**config.mk**
```make
export PLATFORM = sky130hd
export DESIGN_NAME = spi_adc_responder
export DESIGN_NICKNAME = d
export VERILOG_FILES = /design/src/rtl/spi_pkg.sv /design/src/rtl/spi_sync_edge.sv /design/src/rtl/spi_adc_responder.sv
export SDC_FILE = /design/constraint.sdc
export NUM_CORES = 1
export LEC_CHECK = 0
export ABC_AREA = 1
export CAP_MARGIN = 20
export CORE_MARGIN = 1
export CORE_UTILIZATION = 55
export CTS_CLUSTER_DIAMETER = 40
export DETAILED_ROUTE_END_ITERATION = 8
export PLACE_DENSITY_LB_ADDON = 0.08
export RECOVER_POWER = 100
export SKIP_CTS_REPAIR_TIMING = 1
export SLEW_MARGIN = 20
export SYNTH_ARGS = -nofsm -noshare
export SYNTH_HDL_FRONTEND = slang
export SYNTH_SLANG_ARGS = --single-unit
export TNS_END_PERCENT = 30
```
**constraint.sdc**
```tcl
create_clock -name clk -period 2.7 [get_ports clk]
set_clock_uncertainty 0.15 [all_clocks]
set_input_delay 0.27 -clock clk [delete_from_list [all_inputs] [get_ports clk]]
set_output_delay 0.27 -clock clk [all_outputs]
set_load 0.02 [all_outputs]
```
**src/rtl/spi_pkg.sv**
```systemverilog
// Shared constants, FSM encoding and frame-layout helper for the SPI ADC responder.
// Frame = lead zeros followed by the DATA_BITS sample, MSB first.
package spi_pkg;

  localparam int FRAME_BITS  = 16;
  localparam int DATA_BITS   = 12;
  localparam int SYNC_STAGES = 2;
  localparam int CNT_W       = $clog2(FRAME_BITS + 1);

  typedef enum logic [1:0] {
    IDLE  = 2'd0,
    SHIFT = 2'd1,
    DONE  = 2'd2
  } state_e;

  function automatic int lead_zeros();
    return FRAME_BITS - DATA_BITS;
  endfunction

endpackage

```
**src/rtl/spi_sync_edge.sv**
```systemverilog
// Multi-flop synchroniser for one asynchronous pin with rise/fall pulses on the
// synchronised value; pulses are combinational, one clk wide.
module spi_sync_edge #(
  parameter int   STAGES  = 2,
  parameter logic RST_VAL = 1'b0
) (
  input  logic clk,
  input  logic reset,
  input  logic d_i,
  output logic sync_o,
  output logic rise_o,
  output logic fall_o
);

  logic [STAGES-1:0] chain_q;
  logic              prev_q;

  always_ff @(posedge clk or posedge reset) begin
    if (reset) begin
      chain_q <= {STAGES{RST_VAL}};
      prev_q  <= RST_VAL;
    end else begin
      chain_q <= {chain_q[STAGES-2:0], d_i};
      prev_q  <= chain_q[STAGES-1];
    end
  end

  assign sync_o = chain_q[STAGES-1];
  assign rise_o = chain_q[STAGES-1] & ~prev_q;
  assign fall_o = ~chain_q[STAGES-1] & prev_q;

endmodule

```
**src/rtl/spi_adc_responder.sv**
```systemverilog
// SPI mode-0 responder standing in for the 12-bit ADC: serves {lead zeros, sample}
// on MISO and captures the MOSI frame; SPI pins are oversampled on clk.
module spi_adc_responder
  import spi_pkg::*;
(
  input  logic                  clk,
  input  logic                  reset,
  input  logic                  SCK,
  input  logic                  CS,
  input  logic                  MOSI,
  output logic                  MISO,
  output logic                  miso_oe,
  input  logic [DATA_BITS-1:0]  sample_in,
  input  logic                  sample_load,
  output logic [FRAME_BITS-1:0] rx_data,
  output logic                  rx_valid,
  output logic                  frame_err,
  output logic                  busy
);

  localparam int               LEAD      = lead_zeros();
  localparam logic [CNT_W-1:0] FRAME_CNT = CNT_W'(FRAME_BITS);

  logic sck_sync, sck_rise, sck_fall;
  logic cs_sync, cs_rise, cs_fall;
  logic mosi_sync;

  logic [SYNC_STAGES-1:0] mosi_q;
  logic [SYNC_STAGES-1:0] flush_q;
  logic                   armed_q, armed_d;

  state_e                 state_q, state_d;
  logic [FRAME_BITS-1:0]  tx_sh_q, tx_sh_d;
  logic [FRAME_BITS-1:0]  rx_sh_q, rx_sh_d;
  logic [CNT_W-1:0]       bit_cnt_q, bit_cnt_d;
  logic                   overrun_q, overrun_d;
  logic [DATA_BITS-1:0]   hold_q, hold_d;
  logic [FRAME_BITS-1:0]  rx_data_q, rx_data_d;
  logic                   rx_valid_q, rx_valid_d;
  logic                   frame_err_q, frame_err_d;

  spi_sync_edge #(.STAGES(SYNC_STAGES), .RST_VAL(1'b0)) u_sck_sync (
    .clk    (clk),
    .reset  (reset),
    .d_i    (SCK),
    .sync_o (sck_sync),
    .rise_o (sck_rise),
    .fall_o (sck_fall)
  );

  spi_sync_edge #(.STAGES(SYNC_STAGES), .RST_VAL(1'b1)) u_cs_sync (
    .clk    (clk),
    .reset  (reset),
    .d_i    (CS),
    .sync_o (cs_sync),
    .rise_o (cs_rise),
    .fall_o (cs_fall)
  );

  // MOSI goes through the same depth as SCK so the sampled bit lines up with the rise pulse.
  assign mosi_sync = mosi_q[SYNC_STAGES-1];

  always_ff @(posedge clk or posedge reset) begin
    if (reset) begin
      mosi_q      <= '0;
      flush_q     <= '0;
      armed_q     <= 1'b0;
      state_q     <= IDLE;
      tx_sh_q     <= '0;
      rx_sh_q     <= '0;
      bit_cnt_q   <= '0;
      overrun_q   <= 1'b0;
      hold_q      <= '0;
      rx_data_q   <= '0;
      rx_valid_q  <= 1'b0;
      frame_err_q <= 1'b0;
    end else begin
      mosi_q      <= {mosi_q[SYNC_STAGES-2:0], MOSI};
      flush_q     <= {flush_q[SYNC_STAGES-2:0], 1'b1};
      armed_q     <= armed_d;
      state_q     <= state_d;
      tx_sh_q     <= tx_sh_d;
      rx_sh_q     <= rx_sh_d;
      bit_cnt_q   <= bit_cnt_d;
      overrun_q   <= overrun_d;
      hold_q      <= hold_d;
      rx_data_q   <= rx_data_d;
      rx_valid_q  <= rx_valid_d;
      frame_err_q <= frame_err_d;
    end
  end

  always_comb begin
    state_d     = state_q;
    tx_sh_d     = tx_sh_q;
    rx_sh_d     = rx_sh_q;
    bit_cnt_d   = bit_cnt_q;
    overrun_d   = overrun_q;
    rx_data_d   = rx_data_q;
    rx_valid_d  = 1'b0;
    frame_err_d = 1'b0;
    hold_d      = sample_load ? sample_in : hold_q;
    // The CS chain resets high, so only a high seen after the chain has flushed arms a start.
    armed_d     = armed_q | (flush_q[SYNC_STAGES-1] & cs_sync);

    case (state_q)
      IDLE: begin
        if (cs_fall && armed_q) begin
          state_d   = SHIFT;
          tx_sh_d   = {{LEAD{1'b0}}, hold_d};
          bit_cnt_d = '0;
          overrun_d = 1'b0;
        end
      end
      SHIFT, DONE: begin
        if (cs_rise) begin
          state_d = IDLE;
          tx_sh_d = '0;
          if (bit_cnt_q == FRAME_CNT && !overrun_q) begin
            rx_data_d  = rx_sh_q;
            rx_valid_d = 1'b1;
          end else begin
            frame_err_d = 1'b1;
          end
        end else if (state_q == SHIFT) begin
          if (sck_rise) begin
            rx_sh_d   = {rx_sh_q[FRAME_BITS-2:0], mosi_sync};
            bit_cnt_d = bit_cnt_q + CNT_W'(1);
            if (bit_cnt_d == FRAME_CNT) begin
              state_d = DONE;
              tx_sh_d = '0;
            end
          end else if (sck_fall) begin
            tx_sh_d = {tx_sh_q[FRAME_BITS-2:0], 1'b0};
          end
        end else if (sck_rise) begin
          overrun_d = 1'b1;
        end
      end
      default: state_d = IDLE;
    endcase
  end

  // MISO is the shifter MSB directly, so it is zero whenever the shifter is cleared.
  assign MISO      = tx_sh_q[FRAME_BITS-1];
  assign miso_oe   = (state_q != IDLE);
  assign busy      = (state_q != IDLE);
  assign rx_data   = rx_data_q;
  assign rx_valid  = rx_valid_q;
  assign frame_err = frame_err_q;

  logic unused_ok;
  assign unused_ok = sck_sync;

endmodule
```
==> flow_summary.ini, run 1 <==
[cells_and_area]
design_area_mm2 = 0.00413
fin_util_pct = 68.9
nFillCells = 478
nNetsFinal = 446
area_growth_pct = 19.0
num_antenna_cells = 0
drive_gt1_share_pct = 9.88

[synthesis]
synthDistinctLibCells = 27
yosysWarnings = 0
yosysSeqAreaShare_pct = 58.5
yosysMostFrequentCell = nand2_1
ys_ff_latch = 81
synth.top_cell.area_share_pct = 56.2
synth_common_cells = nand2_1 (89), dfrtp_1 (78), o21ai_0 (56)
ys_async_sr_fraction_pct = 100
synth_top_area_cell = dfrtp_1
synthCells = 382
netlist_area_mm2 = 0.00347
syn-num-nets = 408
synthTopCellsByArea = dfrtp_1 (56%), nand2_1 (9.6%), o21ai_0 (8.1%)
synth-edff-count = 0
avgSynthCellArea_um2 = 9.09
dominantRegCellSynth = dfrtp_1

[routing]
first_pass_iters = 5
viasPerCell = 5.08
drt-wirelength-per-cell_um = 12.3
drt_iter0_markers = 157
routed_wl_um = 6170
vias = 2540
drc = 0
ant_nets = 0

[clock_tree]
root_buffer = clkbuf_8
clk_path_buf_depth = 2
h-tree-depth = 3
cts_tree = yes
clock-sinks = 81
cts_made_buffers = 9
path_clk_slew_ns = 0.08
clock_latency_ns = 0.34

[grt]
grt_pass1_vias = 2516
grt_max_degree = 59
overflow = 0
track_usage_pct = 21.8
grt_pass1_wl_um = 10800
antenna_found_initial = 0

[worst_setup_path]
crit_path_max_incr_delay_ns = 0.72
r2r_slack_ns = 0.35
worst_setup_path_end_kind = flop
cp_top_family = adder cells
path_max_fanout = 22
path_cells = inv_1 -> ha_1 -> nand2_4 -> inv_1 -> nand2_1 -> nor2_1 -> nand3_1 -> nand2_1
cp-start-kind = flop
path_buf_inv = 2
required_ns = 2.83
crit_type = flop to flop
slowest_stage = ha_1
worstPathArrival_ns = 2.48

[floorplanning]
row_count = 28
ios = 39
start_util_pct = 57.9
die_w_um = 81.4
die_area_mm2 = 0.00663
core_area_mm2 = 0.00599
die_h_um = 81.4

[placed_design]
port_buffers = 38
placed_area_mm2 = 0.00391
hpwl_um = 4180
routabilityCongestion = 0.791

[sta]
worst_slew_pin_slew_ns = 1.11
hold_viol_final = 0
max_slew_margin_pct = 26.2
timing.hold.ws_ns = 0.203
fin_crit_ns = 2.35
setup_tns_ns = 0
rsz0062_at_grt = no
max_freq_mhz = 425
finalCritPeriodShare_pct = 87.2
final_max_slew_viol_count = 0
finalSetupViolations = 0

[job]
max_cap_violations = 0

[min_path]
hold_class = flop to flop

[run_status]
outcome = finished, final reports clean

[power]
finalPower_w = 0.00371
p_per_area_mw_per_mm2 = 898
peakVddDrop_v = 0.000513
leakage_nw = 2.02
cell type report:
| class | instances | area [um^2] | area share (%) |
|---|---|---|---|
| timing repair buffer | 43 | 414 | 10.0 |
| multi-input combinational | 235 | 1160 | 28.2 |
| clock inverter | 4 | 73.8 | 1.79 |
| clock buffer | 12 | 165 | 4.00 |
| inverter | 50 | 189 | 4.58 |
| tap | 75 | 93.8 | 2.27 |
| sequential | 81 | 2030 | 49.2 |
kinds of logic (layout without fill, tap and decap cells):
group	after synthesis	count (layout)	share of synthesized area, %
AND/OR/NAND/NOR	163	163	21.4
buffers and inverters	66	109	7.86
flip-flops	81	81	58.5
other	1	1	0.108
adder cells (fa/ha/maj)	8	8	2.88
AO/OA/AOI/OAI	63	63	9.26
through the flow:
step	setup slack, ns	cells
floorplan	0.205	382
global placement	0.435	484
detailed placement	0.320	484
CTS	0.307	500
global route	0.0611	500
finish	0.346	500
final timing paths:
kind,start,endpoint,depth (start not counted)
worst max-delay path,state_q[0],tx_sh_q[13],8
worst min-delay path,u_sck_sync.chain_q[0],u_sck_sync.chain_q[1],0
worst max register to register,state_q[0],tx_sh_q[13],8
worst min register to register,u_sck_sync.chain_q[0],u_sck_sync.chain_q[1],0
max in group asynchronous,reset,rx_sh_q[10],3
min in group asynchronous,reset,tx_sh_q[12],2
cell usage in the layout (no fill, tap or decap), drive strengths merged:
cell type,netlist,final
inv,50,49
conb,1,1
clkinvlp,0,1
o21ai,57,57
a22oi,1,1
nand4,3,3
or2,11,11
bufinv,0,2
o22ai,1,1
dlygate4sd3,0,26
a21o,1,1
dfstp,3,3
a21oi,3,3
buf,7,3
clkdlybuf4s50,0,12
nor2,14,14
clkinv,0,2
clkbuf,9,14
dfrtp,78,78
nand3,38,38
ha,8,8
nor3,3,3
nand2,94,94
power breakdown:
group | switching [W] | total (W) | internal, W
logic | 0.000758 | 0.00116 | 0.000401
registers | 0.000119 | 0.00154 | 0.00142
clock network | 0.000413 | 0.00101 | 0.000597
registers in the layout (all words and copies together), names as in the netlist, 2 cells and up:
name and cells:
bit_cnt_q 5, flush_q 2, hold_q 12, mosi_q 2, rx_data 16, rx_sh_q 16
state_q 2, tx_sh_q 16, u_cs_sync.chain_q 2, u_sck_sync.chain_q 2
routing by layer:
layer / share of wire [%] / track usage (%) / vias up
li1: - / - / 1281
met1: 48 / 28.1 / 1202
met2: 46 / 34.8 / 44
met4: 2.0 / 9.46 / 0
met3: 3.8 / 5.67 / 13
met5: 0 / 0 / -
Power figures use the tool's default switching activity.
==> inputs of run 2 (changes only) <==
--- a/config.mk
+++ b/config.mk
@@ -8,14 +8,16 @@
 export ABC_AREA = 1
 export CAP_MARGIN = 20
 export CORE_MARGIN = 1
-export CORE_UTILIZATION = 55
+export CORE_UTILIZATION = 56
 export CTS_CLUSTER_DIAMETER = 40
 export DETAILED_ROUTE_END_ITERATION = 8
+export HOLD_SLACK_MARGIN = 0.02
 export PLACE_DENSITY_LB_ADDON = 0.08
 export RECOVER_POWER = 100
 export SKIP_CTS_REPAIR_TIMING = 1
 export SLEW_MARGIN = 20
 export SYNTH_ARGS = -nofsm -noshare
 export SYNTH_HDL_FRONTEND = slang
+export SYNTH_HIERARCHICAL = 1
 export SYNTH_SLANG_ARGS = --single-unit
 export TNS_END_PERCENT = 30
==> flow_summary.ini, run 2 <==
[routing]
routed_wl_um = 6420
drt_iter0_markers = 115
vias = 2525
viasPerCell = 4.99
ant_nets = 0
drc = 0
first_pass_iters = 4
drt-wirelength-per-cell_um = 12.7

[synthesis]
avgSynthCellArea_um2 = 9.11
synth-edff-count = 0
synth.top_cell.area_share_pct = 55.7
syn-num-nets = 410
synthDistinctLibCells = 25
synth_common_cells = nand2_1 (88), dfrtp_1 (78), inv_1 (47)
ys_ff_latch = 81
yosysMostFrequentCell = nand2_1
synthTopCellsByArea = dfrtp_1 (56%), nand2_1 (9.4%), o21ai_0 (6.1%)
netlist_area_mm2 = 0.00351
dominantRegCellSynth = dfrtp_1
yosysSeqAreaShare_pct = 57.9
synth_top_area_cell = dfrtp_1
ys_async_sr_fraction_pct = 100
synthCells = 385
yosysWarnings = 6

[clock_tree]
cts_made_buffers = 9
clock-sinks = 81
path_clk_slew_ns = 0.07
h-tree-depth = 3
clock_latency_ns = 0.35
cts_tree = yes
root_buffer = clkbuf_8
clk_path_buf_depth = 2

[sta]
worst_slew_pin_slew_ns = 0.944
fin_crit_ns = 2.29
rsz0062_at_grt = no
max_slew_margin_pct = 37.0
hold_viol_final = 0
fin_ws_ns = 0.414
final_max_slew_viol_count = 0
finalSetupViolations = 0
max_freq_mhz = 438
finalCritPeriodShare_pct = 84.7
setup_tns_ns = 0

[cells_and_area]
layout_common_cells = nand2_1 (89), dfrtp_1 (78), inv_1 (47)
num_antenna_cells = 0
nNetsFinal = 452
area_growth_pct = 17.4
final_common_cell = nand2_1
drive_gt1_share_pct = 10.9

[grt]
antenna_found_initial = 0
grt_pass1_vias = 2406
track_usage_pct = 21.4
overflow = 0
grt_pass1_wl_um = 10500
grt_max_degree = 41

[worst_setup_path]
r2r_slack_ns = 0.42
cp-start-kind = flop
worstReg2RegStart = u_cs_sync/chain_q[1]
path_max_fanout = 4
crit_path_max_incr_delay_ns = 0.69
cp_common_cell = inv_1
slowest_stage = dlygate4sd3_1
path_cells = inv_1 -> ha_1 -> inv_1 -> dlygate4sd3_1
path_buf_inv = 3
crit_type = flop to output port
worstPathArrival_ns = 1.87
r2r-end = tx_sh_q[4]
ff2ff_path_depth = 9
required_ns = 2.28
worst_setup_path_end_kind = output port
cp_top_family = buffers and inverters

[floorplanning]
row_count = 28
die_w_um = 81.1
start_util_pct = 58.5
die_h_um = 81.1
die_area_mm2 = 0.00658
ios = 39
core_area_mm2 = 0.00599

[power]
p_per_area_mw_per_mm2 = 893
finalPower_w = 0.00368
peakVddDrop_v = 0.000627
leakage_nw = 2.08

[placed_design]
routabilityCongestion = 0.818
port_buffers = 38
hpwl_um = 4440
dp_slack_ns = 0.651

[min_path]
hold_class = input port to asynchronous set/reset pin

[run_status]
outcome = finished, final reports clean

[job]
max_cap_violations = 0
-- run 2: cell types whose count changed after synthesis, sizes merged, moves of 3 or more --
cell	change
a21oi	+17
o21ai	-14
nand3	-13
nor2	+22
clkbuf	-3
-- run 2: area by class of cell --
| cell class | count | area, um^2 |
|---|---|---|
| timing repair buffer | 45 | 435 |
| multi-input combinational | 242 | 1190 |
| tap | 75 | 93.8 |
| clock buffer | 10 | 128 |
| sequential | 81 | 2030 |
| inverter | 48 | 180 |
| fill | 481 | 1870 |
| clock inverter | 5 | 57.6 |
-- run 2: logic make-up (layout without fill, tap and decap cells) --
logic type	after synthesis	after routing	synth area share, %
flip-flops	81	81	57.9
AO/OA/AOI/OAI	65	65	9.71
adder cells (fa/ha/maj)	7	7	2.50
buffers and inverters	62	108	7.71
other	1	1	0.107
AND/OR/NAND/NOR	169	169	22.1
-- run 2: through the flow --
step / instances / hold slack, ns / utilization (%) / cell area, um^2
after floorplan: 385 / -0.126 / - / 3510
after global placement: 491 / 0.184 / 66.0 / 3960
after detailed placement: 491 / 0.185 / 66.0 / 3960
after CTS: 506 / 0.0476 / 69.1 / 4140
after global routing: 506 / 0.161 / 68.7 / 4120
final: 506 / 0.151 / 68.7 / 4120
-- run 2: layer usage --
| metal | share of wire (%) | wire (um) | global-route usage, % | up-vias |
|---|---|---|---|---|
| met5 | 0 | 0 | 0 | - |
| li1 | - | - | - | 1281 |
| met2 | 48 | 3060 | 33.7 | 44 |
| met1 | 48 | 3070 | 28.9 | 1192 |
| met4 | 1.4 | 87 | 8.04 | 0 |
| met3 | 3.0 | 195 | 5.06 | 8 |
-- run 2: power breakdown --
group | internal (W) | leakage, nW | switching, W | total [W]
combinational | 0.000409 | 0.975 | 0.000818 | 0.00123
sequential | 0.00147 | 1.02 | 0.000137 | 0.00161
clock | 0.000420 | 0.0844 | 0.000421 | 0.000841
-- run 2: worst max path at each step --
stage,startpoint,end,cells past startpoint
CTS,state_q[0],busy,4
floorplan,reset,armed_q,1
detailed placement,state_q[0],tx_sh_q[4],10
global placement,state_q[1],tx_sh_q[4],10
global route,u_cs_sync/chain_q[1],tx_sh_q[4],9
finish,state_q[0],busy,4
==> inputs of run 3 (changes only) <==
--- a/config.mk
+++ b/config.mk
@@ -8,7 +8,7 @@
 export ABC_AREA = 1
 export CAP_MARGIN = 20
 export CORE_MARGIN = 1
-export CORE_UTILIZATION = 56
+export CORE_UTILIZATION = 50
 export CTS_CLUSTER_DIAMETER = 40
 export DETAILED_ROUTE_END_ITERATION = 8
 export HOLD_SLACK_MARGIN = 0.02
==> constraint.sdc (replaced) <==
create_clock -name clk -period 2 [get_ports clk]
set_clock_uncertainty 0.15 [all_clocks]
set_input_delay 0.2 -clock clk [delete_from_list [all_inputs] [get_ports clk]]
set_output_delay 0.2 -clock clk [all_outputs]
set_load 0.02 [all_outputs]
==> flow_summary.ini, run 3 (synthesis gave the netlist of run 2 again) <==
[clock_tree]
clock-sinks = 81
root_buffer = clkbuf_8
cts_made_buffers = 9
clock_latency_ns = 0.35
clk_path_buf_depth = 2
h-tree-depth = 3
path_clk_slew_ns = 0.08
cts_tree = yes

[sta]
finalCritPeriodShare_pct = 93.2
rsz0062_at_grt = no
final_max_slew_viol_count = 0
max_slew_margin_pct = 49.7
worst_slew_pin_slew_ns = 0.754
setup_tns_ns = 0
hold_viol_final = 0
fin_crit_ns = 1.86
max_freq_mhz = 537
finalSetupViolations = 0

[routing]
first_pass_iters = 4
routed_wl_um = 6350
viasPerCell = 4.74
drt_iter0_markers = 111
drc = 0
drt-wirelength-per-cell_um = 11.8
ant_nets = 0
vias = 2545

[worst_setup_path]
path_max_fanout = 16
cp-start-kind = flop
worstPathArrival_ns = 1.96
crit_type = flop to flop
required_ns = 2.09
worst_setup_path_end_kind = flop

[power]
seqPwrFrac_pct = 40.2
peakVddDrop_v = 0.000604
swShare_pct = 36.2
switching_power_w = 0.00194
p_per_area_mw_per_mm2 = 1250
pwr-share-clk_pct = 25.0
leakage_nw = 2.16
power_frac_comb_pct = 34.8
p_int_w = 0.00342
finalPower_w = 0.00536

[grt]
track_usage_pct = 19.0
antenna_found_initial = 0
grt_pass1_vias = 2367
overflow = 0
grt_max_degree = 42
grt_pass1_wl_um = 10900

[placed_design]
port_buffers = 38
routabilityCongestion = 0.769
hpwl_um = 4360
place_inst = 517

[job]
max_cap_violations = 0

[run_status]
outcome = finished, final reports clean

[floorplanning]
die_h_um = 85.7
die_w_um = 85.7
core_area_mm2 = 0.00679
row_count = 30
start_util_pct = 51.6
ios = 39
die_area_mm2 = 0.00735

[cells_and_area]
nFillCells = 572
area_growth_pct = 22.8
drive_gt1_share_pct = 14.5
final_common_cell = nand2_1
nNetsFinal = 461
layout_common_cells = nand2_1 (88), dfrtp_1 (78), inv_1 (46)
num_antenna_cells = 0
post_layout_nonfiller_instances = 537

[min_path]
hold_class = flop to flop
[run 3: cell types whose count changed in the layout (fill, tap and decap cells not counted), sizes merged]
cell	before	now
dlygate4sd3	26	25
clkbuf	13	14
bufinv	1	2
clkinv	1	2
buf	4	13
clkinvlp	3	2
[run 3: final timing paths]
kind                                       start               endpoint  slack [ns]  depth (start not counted)
setup reg to reg            u_cs_sync/chain_q[1]             tx_sh_q[2]        0.14                          9
hold reg to reg            u_sck_sync/chain_q[0]  u_sck_sync/chain_q[1]        0.20                          0
hold / removal             u_sck_sync/chain_q[0]  u_sck_sync/chain_q[1]        0.20                          0
min in group asynchronous                  reset  u_sck_sync/chain_q[0]        0.64                          3
setup / recovery            u_cs_sync/chain_q[1]             tx_sh_q[2]        0.14                          9
max in group asynchronous                  reset            tx_sh_q[11]        0.20                          4
[run 3: through the flow]
stage          hold WS, ns  utilization (%)  instance area, um^2  worst slack (ns)
5_1_grt              0.216             63.4                 4300           0.00293
3_3_place_gp         0.182             59.6                 4050            0.0336
2_1_floorplan       -0.196                -                 3510            0.0741
6_report             0.203             63.4                 4300             0.136
4_1_cts            -0.0368             62.9                 4280            -0.138
3_5_place_dp         0.185             59.6                 4050            0.0205
[run 3: routing by layer]
metal	part of all wire, %	up-vias	track usage, %
li1	-	1306	-
met1	47	1185	25.6
met5	0	-	0
met3	3.0	11	4.62
met2	47	43	30.4
met4	2.1	0	6.52
[run 3: final cells by class]
class                      count  area, um^2  share of cell area, %
sequential                    81        2030                   47.2
clock inverter                 6        90.1                   2.09
clock buffer                  10         138                   3.20
inverter                      48         184                   4.27
multi-input combinational    242        1220                   28.5
timing repair buffer          54         517                   12.0
tap                           96         120                   2.79
[run 3: critical path, stage by stage (launching register included)]
cell,delay [ns]
dfstp_2,0.57
inv_1,0.05
nor2_2,0.19
nor2_4,0.09
nand2_4,0.08
nand2_4,0.06
nor3_4,0.25
nand2_4,0.17
nand2_1,0.09
nand2_1,0.05
[run 3: power groups by stage]
stage / combinational [W] / sequential (W) / clock [W]
final: 0.00186 / 0.00216 / 0.00134
after global routing: 0.00213 / 0.00220 / 0.00144
after CTS: 0.00185 / 0.00216 / 0.00137
after detailed placement: 0.00184 / 0.00219 / 0
after global placement: 0.00180 / 0.00218 / 0
after floorplan: 0.00140 / 0.00216 / 0
